[config.mk]
export PLATFORM = sky130hd
export DESIGN_NAME = serial_branchcomp_flat
export DESIGN_NICKNAME = d
export VERILOG_FILES = /design/src/rtl/brcmp_pkg.sv /design/src/rtl/serial_branchcomp_if.sv /design/src/rtl/brcmp_chunk.sv /design/src/rtl/serial_branchcomp.sv /design/src/flat_wrapper.sv
export SDC_FILE = /design/constraint.sdc
export NUM_CORES = 1
export LEC_CHECK = 0
export ABC_CLOCK_PERIOD_IN_PS = 2900
export BUFFER_PORTS_ARGS = -buffer_cell sky130_fd_sc_hd__buf_2
export CAP_MARGIN = 30
export CORE_UTILIZATION = 42
export DETAILED_ROUTE_END_ITERATION = 10
export PLACE_DENSITY = 0.66
export SLEW_MARGIN = 10
export SYNTH_ARGS = -nofsm -noshare
export SYNTH_HDL_FRONTEND = slang
export SYNTH_SLANG_ARGS = --single-unit
[constraint.sdc]
create_clock -name clk -period 2.9 [get_ports clk]
set_input_delay 0.29 -clock clk [delete_from_list [all_inputs] [get_ports clk]]
set_output_delay 0.29 -clock clk [all_outputs]
set_load 0.01 [all_outputs]
[src/rtl/brcmp_pkg.sv]
// Shared definitions for the serial branch comparator.
// Contents: RISC-V branch funct3 encodings, FSM state type, result payload
// struct and the funct3 -> branch-taken decode helper.
package brcmp_pkg;

    localparam logic [2:0] F3_BEQ  = 3'b000;
    localparam logic [2:0] F3_BNE  = 3'b001;
    localparam logic [2:0] F3_BLT  = 3'b100;
    localparam logic [2:0] F3_BGE  = 3'b101;
    localparam logic [2:0] F3_BLTU = 3'b110;
    localparam logic [2:0] F3_BGEU = 3'b111;

    typedef enum logic [1:0] {
        ST_IDLE = 2'd0,
        ST_CMP  = 2'd1,
        ST_DONE = 2'd2
    } state_t;

    typedef struct packed {
        logic eq;
        logic lt;
        logic taken;
    } br_res_t;

    // Branch decision; reserved encodings (010/011) never take the branch.
    function automatic logic branch_taken(input logic [2:0] f3,
                                          input logic       eq,
                                          input logic       lt);
        logic tk;
        case (f3)
            F3_BEQ:           tk = eq;
            F3_BNE:           tk = !eq;
            F3_BLT, F3_BLTU:  tk = lt;
            F3_BGE, F3_BGEU:  tk = !lt;
            default:          tk = 1'b0;
        endcase
        return tk;
    endfunction

endpackage

[src/rtl/serial_branchcomp_if.sv]
// Request/response bus of the serial branch comparator.
// master: issues operands/funct3 and accepts results (testbench / pipeline).
// slave:  the comparator itself.
interface serial_branchcomp_if #(
    parameter int unsigned XLEN = 32
);
    logic            in_valid;
    logic            in_ready;
    logic [XLEN-1:0] rdata1;
    logic [XLEN-1:0] rdata2;
    logic [2:0]      funct3;
    logic            out_valid;
    logic            out_ready;
    logic            br_eq;
    logic            br_lt;
    logic            br_taken;

    modport master (
        output in_valid, rdata1, rdata2, funct3, out_ready,
        input  in_ready, out_valid, br_eq, br_lt, br_taken
    );

    modport slave (
        input  in_valid, rdata1, rdata2, funct3, out_ready,
        output in_ready, out_valid, br_eq, br_lt, br_taken
    );
endinterface

[src/rtl/brcmp_chunk.sv]
// Combinational CHUNK-wide magnitude comparator.
// Ports: a_i/b_i chunk operands, sign_bias_i flips both MSBs so an unsigned
// compare yields the two's-complement ordering; eq_c/lt_c results.
module brcmp_chunk #(
    parameter int unsigned CHUNK = 8
) (
    input  logic [CHUNK-1:0] a_i,
    input  logic [CHUNK-1:0] b_i,
    input  logic             sign_bias_i,
    output logic             eq_c,
    output logic             lt_c
);
    localparam logic [CHUNK-1:0] MSB_MASK = CHUNK'(1) << (CHUNK - 1);

    logic [CHUNK-1:0] a_b;
    logic [CHUNK-1:0] b_b;

    always_comb begin
        a_b  = a_i ^ (sign_bias_i ? MSB_MASK : '0);
        b_b  = b_i ^ (sign_bias_i ? MSB_MASK : '0);
        eq_c = (a_i == b_i);
        lt_c = (a_b < b_b);
    end
endmodule

[src/rtl/serial_branchcomp.sv]
// Serial RISC-V branch comparator: compares two XLEN operands CHUNK bits per
// cycle, most significant chunk first, and returns eq / lt / taken.
// Ports: clk, rst (async, active-high), bus (serial_branchcomp_if.slave:
// in_valid/in_ready request, rdata1/rdata2/funct3 operands, out_valid/
// out_ready response, br_eq/br_lt/br_taken results).
// Build option: define SERIAL_BRANCHCOMP_EARLY_EXIT_EN to finish as soon as
// the first differing chunk is seen.
module serial_branchcomp
    import brcmp_pkg::*;
#(
    parameter int unsigned XLEN  = 32,
    parameter int unsigned CHUNK = 8
) (
    input logic                clk,
    input logic                rst,
    serial_branchcomp_if.slave bus
);
    localparam int unsigned      NCHUNK  = XLEN / CHUNK;
    localparam int unsigned      IDXW    = (NCHUNK > 1) ? $clog2(NCHUNK) : 1;
    localparam logic [IDXW-1:0]  IDX_TOP = IDXW'(NCHUNK - 1);

    state_t          state_q, state_d;
    logic [XLEN-1:0] a_q, a_d;
    logic [XLEN-1:0] b_q, b_d;
    logic [2:0]      f3_q, f3_d;
    logic [IDXW-1:0] idx_q, idx_d;
    logic            diff_q, diff_d;
    logic            lt_q, lt_d;
    br_res_t         res_q, res_d;
    logic            out_valid_q, out_valid_d;
    logic            in_ready_q, in_ready_d;

    logic [31:0]      shamt_c;
    logic [CHUNK-1:0] a_chunk_c;
    logic [CHUNK-1:0] b_chunk_c;
    logic             sign_bias_c;
    logic             chunk_eq_c;
    logic             chunk_lt_c;
    logic             diff_now_c;
    logic             lt_now_c;
    logic             last_c;

    // Select the chunk under comparison; bias only the sign-carrying top chunk
    // of a signed compare.
    always_comb begin
        shamt_c     = 32'(idx_q) * 32'(CHUNK);
        a_chunk_c   = CHUNK'(a_q >> shamt_c);
        b_chunk_c   = CHUNK'(b_q >> shamt_c);
        sign_bias_c = (idx_q == IDX_TOP) && !f3_q[1];
    end

    brcmp_chunk #(.CHUNK(CHUNK)) u_chunk (
        .a_i         (a_chunk_c),
        .b_i         (b_chunk_c),
        .sign_bias_i (sign_bias_c),
        .eq_c        (chunk_eq_c),
        .lt_c        (chunk_lt_c)
    );

    // Next-state and output logic.
    always_comb begin
        state_d     = state_q;
        a_d         = a_q;
        b_d         = b_q;
        f3_d        = f3_q;
        idx_d       = idx_q;
        diff_d      = diff_q;
        lt_d        = lt_q;
        res_d       = res_q;
        out_valid_d = out_valid_q;

        // The first differing chunk (from the top) decides the ordering.
        diff_now_c = diff_q | ~chunk_eq_c;
        lt_now_c   = diff_q ? lt_q : chunk_lt_c;
`ifdef SERIAL_BRANCHCOMP_EARLY_EXIT_EN
        last_c     = (idx_q == '0) || !chunk_eq_c;
`else
        last_c     = (idx_q == '0);
`endif

        case (state_q)
            ST_IDLE: begin
                if (bus.in_valid && in_ready_q) begin
                    a_d     = bus.rdata1;
                    b_d     = bus.rdata2;
                    f3_d    = bus.funct3;
                    idx_d   = IDX_TOP;
                    diff_d  = 1'b0;
                    lt_d    = 1'b0;
                    state_d = ST_CMP;
                end
            end
            ST_CMP: begin
                diff_d = diff_now_c;
                lt_d   = lt_now_c;
                idx_d  = idx_q - IDXW'(1);
                if (last_c) begin
                    state_d     = ST_DONE;
                    out_valid_d = 1'b1;
                    res_d.eq    = !diff_now_c;
                    res_d.lt    = diff_now_c & lt_now_c;
                    res_d.taken = branch_taken(f3_q, !diff_now_c,
                                               diff_now_c & lt_now_c);
                end
            end
            ST_DONE: begin
                if (bus.out_ready) begin
                    state_d     = ST_IDLE;
                    out_valid_d = 1'b0;
                    res_d       = '0;
                end
            end
            default: begin
                state_d     = ST_IDLE;
                out_valid_d = 1'b0;
                res_d       = '0;
            end
        endcase

        // Ready only once IDLE is the registered state, so the handshake
        // cycle out of DONE can never accept a request.
        in_ready_d = (state_d == ST_IDLE);
    end

    always_ff @(posedge clk or posedge rst) begin
        if (rst) begin
            state_q     <= ST_IDLE;
            a_q         <= '0;
            b_q         <= '0;
            f3_q        <= '0;
            idx_q       <= '0;
            diff_q      <= 1'b0;
            lt_q        <= 1'b0;
            res_q       <= '0;
            out_valid_q <= 1'b0;
            in_ready_q  <= 1'b0;
        end else begin
            state_q     <= state_d;
            a_q         <= a_d;
            b_q         <= b_d;
            f3_q        <= f3_d;
            idx_q       <= idx_d;
            diff_q      <= diff_d;
            lt_q        <= lt_d;
            res_q       <= res_d;
            out_valid_q <= out_valid_d;
            in_ready_q  <= in_ready_d;
        end
    end

    assign bus.in_ready  = in_ready_q;
    assign bus.out_valid = out_valid_q;
    assign bus.br_eq     = res_q.eq;
    assign bus.br_lt     = res_q.lt;
    assign bus.br_taken  = res_q.taken;
endmodule

[src/flat_wrapper.sv]
// flat-port wrapper written by rule: the top's interface ports become plain ports
module serial_branchcomp_flat import brcmp_pkg::*;
#(
    parameter int unsigned XLEN  = 32,
    parameter int unsigned CHUNK = 8
)
  (clk, rst, bus_in_valid, bus_rdata1, bus_rdata2, bus_funct3, bus_out_ready, bus_in_ready, bus_out_valid, bus_br_eq, bus_br_lt, bus_br_taken);
  serial_branchcomp_if #(.XLEN(XLEN)) bus_i ();
  input logic clk;
  input logic rst;
  input wire logic [$bits(bus_i.in_valid)-1:0] bus_in_valid;
  input wire logic [$bits(bus_i.rdata1)-1:0] bus_rdata1;
  input wire logic [$bits(bus_i.rdata2)-1:0] bus_rdata2;
  input wire logic [$bits(bus_i.funct3)-1:0] bus_funct3;
  input wire logic [$bits(bus_i.out_ready)-1:0] bus_out_ready;
  output wire logic [$bits(bus_i.in_ready)-1:0] bus_in_ready;
  output wire logic [$bits(bus_i.out_valid)-1:0] bus_out_valid;
  output wire logic [$bits(bus_i.br_eq)-1:0] bus_br_eq;
  output wire logic [$bits(bus_i.br_lt)-1:0] bus_br_lt;
  output wire logic [$bits(bus_i.br_taken)-1:0] bus_br_taken;
  assign bus_i.in_valid = bus_in_valid;
  assign bus_i.rdata1 = bus_rdata1;
  assign bus_i.rdata2 = bus_rdata2;
  assign bus_i.funct3 = bus_funct3;
  assign bus_i.out_ready = bus_out_ready;
  assign bus_in_ready = bus_i.in_ready;
  assign bus_out_valid = bus_i.out_valid;
  assign bus_br_eq = bus_i.br_eq;
  assign bus_br_lt = bus_i.br_lt;
  assign bus_br_taken = bus_i.br_taken;
  serial_branchcomp #(.XLEN(XLEN), .CHUNK(CHUNK)) u_core (.clk(clk), .rst(rst), .bus(bus_i));
endmodule
==> impl_metrics.yaml, run 1 <==
flow_run:
  drv_cap: 0
yosys:
  synth-edff-count: 0
  synth_seq_cells: 78
  ys_types: 40
  syn_area_sq_um: 3730
  async_reset_ff_frac: 1.00
  seq_area_frac_synth: 0.523
  synthFlopType: "dfrtp_1"
  synth_nets: 342
  synth_warnings: 0
  synth_cells: 262
  avgSynthCellArea_sq_um: 14.2
final_layout:
  area_growth_syn_to_layout_pct: 19.2
  final-seq-area_sq_um: 1950
  layout.nets: 423
  layout-drive-gt1-share: 0.517
  multiInputGateArea_sq_um: 1680
  stdcell_count: 456
  antenna_cells: 0
  nFillCells: 785
critical_path:
  path_buf_inv: 1
  worstPathRequired_ns: 3.18
  critPathKind: "reg -> reg"
  worstPathArrival_ns: 2.95
  crit_chain: "buf_12 -> mux4_2 -> ha_1 -> and4_1 -> nand4_1 -> or2_2 -> nor4_1 -> a211oi_2 -> o21ai_1"
  cp_max_fo: 20
  max_stage_delay_ns: 0.53
  critPathTopFamily: "simple AND/OR/NAND/NOR gates"
  worstSetupEndpointType: "flop"
  slowest_stage: "mux4_2"
  start_kind: "flop"
clocking:
  cts_sinks: 78
  cts-root-buf: "clkbuf_8"
  h-tree-depth: 3
  cts_buffers: 9
  clk_pin_slew_ns: 0.08
  cts_tree: "built"
  cts.path.max_buffers: 2
  worstSkewPairLatency_ns: 0.35
  cts_setup_buffers: 0
timing:
  fin_crit_sh: 0.922
  tightest_slew_ns: 0.564
  final.setup_skew_ns: 0.00449
  drv_slew: 0
  min_period_ns: 2.67
  max_freq_mhz: 374
  rsz0062_at_grt: "false"
  finalHoldViolations: 0
  final.setup.tns_ns: 0
  relSlewSlack: 0.624
  final-setup-viol-count: 0
pwr:
  power_density_nw_per_um2: 1150
  p_leak_nw: 2.05
  total_power_mw: 5.12
  ir_drop_v: 0.000433
status:
  status: "finished clean"
placed_design:
  io_buffer_count: 75
  dp_hpwl_mm: 5.39
  placed_cells: 439
  gp_congestion: 0.743
floorplanning:
  chipWidth_um: 96.2
  initial_core_util: 0.430
  die_h_um: 96.2
  io-pin-count: 76
  core.rowCount: 34
  dieArea_sq_um: 9260
  core_sq_um: 8680
detailed_routing:
  routed_wl_mm: 7.29
  drt_first_pass_iters: 4
  ant_nets: 0
  drc: 0
  vias: 2379
  wl_per_cell_um: 16.0
  drt_iter0_drc: 69
  vias_per_cell: 5.22
global_routing:
  grt_pass1_vias: 2469
  grt_pass1_wl_mm: 12.1
  grt_max_degree: 48
  antenna_found_initial: 0
  grt_util_all_layers: 0.179
  grt_overflow_total: 0
min_path:
  hold_class: "in -> reg"
==> worst paths after layout <==
kind | from | endpoint | slack (ns) | cells after the start
min | bus_funct3[2] | u_core.f3_q[2] | 0.15 | 3
min in group asynchronous | rst | u_core.a_q[28] | 0.50 | 3
max in group asynchronous | rst | u_core.state_q[0] | 1.70 | 4
max | u_core.idx_q[0] | u_core.bus.br_taken | 0.23 | 9
min reg2reg | u_core.bus.br_eq | u_core.bus.br_eq | 0.48 | 2
max reg2reg | u_core.idx_q[0] | u_core.bus.br_taken | 0.23 | 9
==> what timing repair did <==
action | CTS | global route
endpoints found under the setup margin | 0 | 1
hold endpoints to repair | 28 | 0
hold buffers | 1 | 0
resized for setup | 0 | 1
==> power breakdown <==
group	switching, mW	internal [mW]
combinational	0.979	1.37
sequential	0.366	1.64
clock	0.382	0.379
==> cells in the mapped netlist (all sizes together), types with 2 or more instances <==
cell type	instances	area, sq um
a21o	3	22.5
a21oi	5	25.0
and4	2	17.5
buf	6	33.8
clkbuf	6	22.5
dfrtp	78	1950
ha	9	113
inv	12	45.0
mux2	67	754
mux2i	2	20.0
mux4	17	405
nand2	15	58.8
nand2b	2	12.5
nor2	3	11.3
nor2b	3	18.8
nor3	2	10.0
o21ai	11	55.1
or3	2	17.5
xor2	4	35.0
==> area by class of cell <==
class | count | share of cell area
well taps | 108 | 0.0304
flip-flops and latches | 78 | 0.439
inverters | 12 | 0.0104
clock buffers | 13 | 0.0380
clock inverters | 3 | 0.00394
multi-input cells | 160 | 0.378
repair buffers | 82 | 0.0997
==> logic make-up after synthesis <==
group,Yosys count,share of synthesized area
AOI/OAI and AO/OA,26,0.0433
adders and majority gates,9,0.0302
xor gates and xnor gates,4,0.00940
muxes,86,0.316
DFF,78,0.523
buffers and inverters,24,0.0272
and+or+nand+nor,35,0.0500
==> metal layers <==
layer / track usage / up-vias / part of all wire
li1: - / 1119 / -
met1: 0.231 / 1207 / 0.46
met2: 0.296 / 44 / 0.50
met3: 0.0427 / 9 / 0.034
met4: 0.0597 / 0 / 0.0089
met5: 0 / - / 0
==> through the flow <==
step	utilization	setup slack [ns]	instance area, sq um	hold slack (ns)
2_1_floorplan	-	0.140	3730	0.407
3_3_place_gp	0.489	0.280	4250	0.325
3_5_place_dp	0.489	0.156	4250	0.331
4_1_cts	0.512	0.142	4440	0.139
5_1_grt	0.512	0.0254	4440	0.157
6_report	0.512	0.226	4440	0.151
==> worst reg2reg max path, cell delays in order, from the launching register on <==
cell      delay (ns)
dfrtp_1         0.38
buf_12          0.19
mux4_2          0.53
ha_1            0.32
and4_1          0.22
nand4_1         0.16
or2_2           0.35
nor4_1          0.25
a211oi_2        0.08
o21ai_1         0.12
==> placed cells by master (no fill, tap or decap), types with 2 or more instances in the layout <==
| master | n |
|---|---|
| dfrtp_1 | 78 |
| buf_2 | 75 |
| mux2_2 | 66 |
| nand2_1 | 14 |
| clkbuf_8 | 12 |
| mux4_2 | 11 |
| inv_1 | 10 |
| o21ai_0 | 9 |
| ha_1 | 9 |
| mux4_1 | 6 |
| a21oi_1 | 5 |
| buf_4 | 5 |
| xor2_1 | 4 |
| nor2b_1 | 3 |
| nor2_1 | 3 |
| clkinv_2 | 3 |
| a21o_1 | 3 |
| nand2b_1 | 2 |
| and4_1 | 2 |
| mux2i_1 | 2 |
| o21ai_1 | 2 |
==> flip-flops by register name, summed over array words and instances (netlist names) <==
signal and count:
u_core.lt_q 1, u_core.b_q 32, u_core.bus.br_eq 1, u_core.idx_q 2
u_core.a_q 32, u_core.diff_q 1, u_core.bus.out_valid 1, u_core.bus.br_lt 1
u_core.state_q 2, u_core.f3_q 3, u_core.bus.in_ready 1, u_core.bus.br_taken 1
No activity file was read; power rests on OpenSTA's default activity.
==> inputs of run 2 (changes only) <==
--- a/config.mk
+++ b/config.mk
@@ -6,10 +6,11 @@
 export NUM_CORES = 1
 export LEC_CHECK = 0
 export ABC_CLOCK_PERIOD_IN_PS = 2900
-export BUFFER_PORTS_ARGS = -buffer_cell sky130_fd_sc_hd__buf_2
+export BUFFER_PORTS_ARGS = -buffer_cell sky130_fd_sc_hd__buf_4
 export CAP_MARGIN = 30
 export CORE_UTILIZATION = 42
 export DETAILED_ROUTE_END_ITERATION = 10
+export MAX_ROUTING_LAYER = met4
 export PLACE_DENSITY = 0.66
 export SLEW_MARGIN = 10
 export SYNTH_ARGS = -nofsm -noshare
==> run 2 against run 1 <==
  * Count of clock-buffer cells in the layout down 1
  * Worst setup slack worse by 0.016 ns
  * Routed wire length shrank 1.1%
  * Fmax shrank 0.58%
  * Utilization is 2.4 points higher
  * Die area stayed put
  * Critical path depth increased by 1
  * Power rose by 2.3%
==> impl_metrics.yaml, run 2 (synthesized netlist as in run 1, its figures left out) <==
critical_path:
  critPathKind: "reg -> reg"
  cp_common_cell: "a21oi_1"
  path_buf_inv: 2
  worstPathRequired_ns: 3.13
  crit-reg2reg-launch: "u_core.idx_q[0]"
  worstSetupStartpoint: "u_core.idx_q[0]"
  critPathTopFamily: "multiplexers"
  max_stage_delay_ns: 0.57
  cp_max_fo: 20
  slowest_stage: "mux4_1"
  worstPathArrival_ns: 2.92
  start_kind: "flop"
  worstSetupEndpointType: "flop"
  crit_chain: "buf_12 -> mux4_1 -> inv_1 -> ha_1 -> and4_1 -> a21oi_1 -> a21oi_1 -> or3_4 -> a211oi_2 -> o21ai_1"
detailed_routing:
  vias: 2380
  drc: 0
  wl_per_cell_um: 15.9
  drt_first_pass_iters: 4
  routed_wl_mm: 7.21
  ant_nets: 0
  drt_iter0_drc: 79
  vias_per_cell: 5.24
floorplanning:
  core.rowCount: 34
  chipWidth_um: 96.2
  dieArea_sq_um: 9260
  core_sq_um: 8680
  initial_core_util: 0.430
  die_h_um: 96.2
  io-pin-count: 76
final_layout:
  layout-drive-gt1-share: 0.520
  final_cell_mix: "buf_4 (78), dfrtp_1 (78), mux2_2 (66)"
  area_growth_syn_to_layout_pct: 24.8
  top_regs: "u_core.a_q x32, u_core.b_q x32, u_core.f3_q x3"
  layout.nets: 421
  antenna_cells: 0
timing:
  max_freq_mhz: 372
  finalHoldViolations: 0
  rsz0062_at_grt: "false"
  final.setup_skew_ns: 0.0100
  final.setup.tns_ns: 0
  final-setup-viol-count: 0
  tightest_slew_ns: 0.571
  fin_crit_sh: 0.928
  drv_slew: 0
  relSlewSlack: 0.619
  min_period_ns: 2.69
global_routing:
  grt_pass1_vias: 2474
  grt_overflow_total: 0
  grt_max_degree: 79
  grt_pass1_wl_mm: 11.9
  antenna_found_initial: 0
  grt_util_all_layers: 0.180
clocking:
  cts_resized: 0
  cts-root-buf: "clkbuf_8"
  cts_sinks: 78
  cts_hold_repair.buffers: 0
  cts_tree: "built"
  cts_buffers: 9
  clk_pin_slew_ns: 0.08
  cts.path.max_buffers: 2
  worstSkewPairLatency_ns: 0.34
  h-tree-depth: 3
  cts_setup_buffers: 0
pwr:
  p_leak_nw: 2.11
  ir_drop_v: 0.000463
  power_density_nw_per_um2: 1130
  total_power_mw: 5.24
status:
  status: "finished clean"
min_path:
  hold_class: "in -> async"
placed_design:
  gp_congestion: 0.758
  io_buffer_count: 75
  dp_hpwl_mm: 5.17
flow_run:
  drv_cap: 0
[run 2: worst paths after layout]
kind / slack (ns) / depth (start not counted) / endpoint
min in group clk: 0.16 / 3 / u_core.f3_q[2]
max reg2reg: 0.21 / 10 / u_core.bus.br_taken
min: 0.02 / 3 / u_core.a_q[28]
min reg2reg: 0.50 / 2 / u_core.lt_q
max in group asynchronous: 2.54 / 3 / u_core.b_q[7]
max: 0.21 / 10 / u_core.bus.br_taken
[run 2: where the power goes]
| part | switching [mW] | leakage [nW] | internal [mW] | total [mW] |
|---|---|---|---|---|
| registers | 0.365 | 0.926 | 1.64 | 2.01 |
| clock network | 0.390 | 0.0992 | 0.448 | 0.839 |
| logic | 0.979 | 1.08 | 1.41 | 2.39 |
[run 2: metal layers]
layer	vias up	share of wire	track usage
met1	1203	0.44	0.226
li1	1120	-	-
met5	-	0	-
met2	53	0.51	0.290
met4	0	0.0050	0.0336
met3	4	0.037	0.0561
[run 2: per-stage QoR]
step | instances | utilization | area (sq um) | worst slack, ns | hold WS, ns
after CTS | 454 | 0.536 | 4650 | 0.186 | 0.0344
final | 454 | 0.536 | 4650 | 0.210 | 0.0214
after floorplan | 262 | - | 3730 | 0.140 | 0.407
after detailed placement | 438 | 0.512 | 4440 | 0.195 | 0.413
after global placement | 438 | 0.512 | 4440 | 0.272 | 0.411
after global routing | 454 | 0.536 | 4650 | 0.0283 | 0.0475
[run 2: worst min-delay path: stages]
cell and delay [ns]:
buf_4 0.11, clkinv_2 0.05, buf_12 0.33
[run 2: area by class of cell]
class / instances / area (sq um)
clock buffer: 12 / 155
clock inverter: 4 / 53.8
fill: 760 / 4020
inverter: 12 / 46.3
multi-input combinational: 160 / 1690
sequential: 78 / 1950
tap: 108 / 135
timing repair buffer: 80 / 626
==> inputs of run 3 (changes only) <==
--- a/config.mk
+++ b/config.mk
@@ -8,10 +8,12 @@
 export ABC_CLOCK_PERIOD_IN_PS = 2900
 export BUFFER_PORTS_ARGS = -buffer_cell sky130_fd_sc_hd__buf_4
 export CAP_MARGIN = 30
+export CORE_MARGIN = 3
 export CORE_UTILIZATION = 42
 export DETAILED_ROUTE_END_ITERATION = 10
 export MAX_ROUTING_LAYER = met4
 export PLACE_DENSITY = 0.66
+export SETUP_SLACK_MARGIN = 0.15
 export SLEW_MARGIN = 10
 export SYNTH_ARGS = -nofsm -noshare
 export SYNTH_HDL_FRONTEND = slang
==> run 3 against run 2 <==
  * Power grew 4.2%
  * Clock skew shrank 0.0033 ns
  * Critical path depth is the same
  * Worst setup slack gained 0.036 ns
  * Global-route usage shrank 1.5 points
  * Clock power grew 7.5%
  * First-iteration DRC count shrank 32%
  * Final area grew 1.7%
  * Largest cell class unchanged
==> impl_metrics.yaml, run 3 (synthesized netlist as in run 1, its figures left out) <==
critical_path:
  worstSetupEndpointType: "flop"
  cp_max_fo: 5
  start_kind: "flop"
  worstSetupStartpoint: "u_core.idx_q[0]"
  crit-reg2reg-launch: "u_core.idx_q[0]"
  critPathKind: "reg -> reg"
  worstPathRequired_ns: 3.14
  r2r_slack_ns: 0.25
  worstPathArrival_ns: 2.89
detailed_routing:
  met2_length_mm: 3.94
  highest-signal-layer: "met4"
  vias: 2351
  wl_met1_mm: 3.41
  routed_wl_mm: 7.76
  drt_first_pass_iters: 4
  wl_met3_um: 290
  drt_iter0_drc: 54
  drc: 0
  wl_per_cell_um: 17.1
  vias_per_cell: 5.19
  ant_nets: 0
pwr:
  ir_drop_v: 0.000441
  p_leak_nw: 2.15
  power_density_nw_per_um2: 1150
final_layout:
  layout.nets: 423
  layout-drive-gt1-share: 0.534
  top_regs: "u_core.a_q x32, u_core.b_q x32, u_core.f3_q x3"
  antenna_cells: 0
  final_cell_mix: "buf_4 (78), dfrtp_1 (77), mux2_2 (66)"
  area_growth_syn_to_layout_pct: 26.9
  final_common_cell: "buf_4"
timing:
  rsz0062_at_grt: "false"
  fin_crit_sh: 0.915
  drv_slew: 0
  tightest_slew_ns: 0.715
  min_period_ns: 2.65
  relSlewSlack: 0.523
  final.setup.tns_ns: 0
  max_freq_mhz: 377
  final-setup-viol-count: 0
  setup_ws_ns: 0.246
  finalHoldViolations: 0
  final.setup_skew_ns: 0.00674
global_routing:
  grt_pass1_wl_mm: 12.3
  grt_max_degree: 41
  antenna_found_initial: 0
  grt_pass1_vias: 2523
  grt_overflow_total: 0
  grt_util_all_layers: 0.165
floorplanning:
  core_sq_um: 8420
  io-pin-count: 76
  core.rowCount: 33
  dieArea_sq_um: 10000
  die_h_um: 100
  chipWidth_um: 100
  initial_core_util: 0.443
placed_design:
  gp_congestion: 0.777
  dp_hpwl_mm: 5.63
  io_buffer_count: 75
  pre_cts_ws_ns: 0.180
status:
  status: "finished clean"
clocking:
  clk_pin_slew_ns: 0.08
  cts_sinks: 78
  cts_hold_repair.buffers: 0
  cts.path.max_buffers: 2
  h-tree-depth: 3
  cts_buffers: 9
  cts-root-buf: "clkbuf_8"
  worstSkewPairLatency_ns: 0.35
  cts_tree: "built"
flow_run:
  drv_cap: 0
min_path:
  hold_class: "in -> async"
run 3: worst max-delay path, cell delays in order (launching register included):
cell and delay (ns):
dfrtp_2 0.45, buf_12 0.14, mux4_1 0.54, inv_1 0.08, ha_1 0.26, and4_1 0.21, a21oi_2 0.14, a21oi_1 0.08
or3_4 0.36, a211oi_2 0.20, o21ai_1 0.08
run 3: power by group:
part / leakage [nW] / switching, mW / internal [mW]
combinational: 1.12 / 1.03 / 1.50
clock: 0.108 / 0.398 / 0.505
sequential: 0.925 / 0.376 / 1.64
run 3: area by class of cell:
| class | count | area (sq um) |
|---|---|---|
| Clock buffer | 10 | 138 |
| Clock inverter | 6 | 85.1 |
| Fill cell | 731 | 3690 |
| Inverter | 12 | 46.3 |
| Multi-Input combinational cell | 160 | 1700 |
| Sequential cell | 78 | 1950 |
| Tap cell | 105 | 131 |
| Timing Repair Buffer | 82 | 676 |
run 3: path summary, 6_finish.rpt:
check,to,cells after the start
setup / recovery,u_core.bus.br_taken,10
hold / removal,u_core.a_q[12],2
setup reg to reg,u_core.bus.br_taken,10
hold reg to reg,u_core.bus.br_eq,2
max in group asynchronous,u_core.idx_q[0],3
min in group clk,u_core.f3_q[2],3
run 3: metrics by stage:
stage	std cells	hold WS [ns]	area (sq um)	utilization	total power, mW
6_report	453	0.0235	4730	0.562	5.46
5_1_grt	453	0.0801	4730	0.562	5.85
4_1_cts	451	0.0447	4660	0.553	5.40
3_5_place_dp	435	0.435	4440	0.527	4.48
3_3_place_gp	435	0.429	4440	0.527	4.37
2_1_floorplan	262	0.407	3730	-	3.82
run 3: repair_timing:
item / CTS / global route
endpoints found under the setup margin: 0 / 2
buffers inserted: 0 / 0
gates resized for setup: 0 / 8
run 3: routing by layer:
metal / vias up / track usage
met5: - / -
met2: 48 / 0.269
met1: 1168 / 0.205
met4: 0 / 0.0622
li1: 1125 / -
met3: 10 / 0.0334
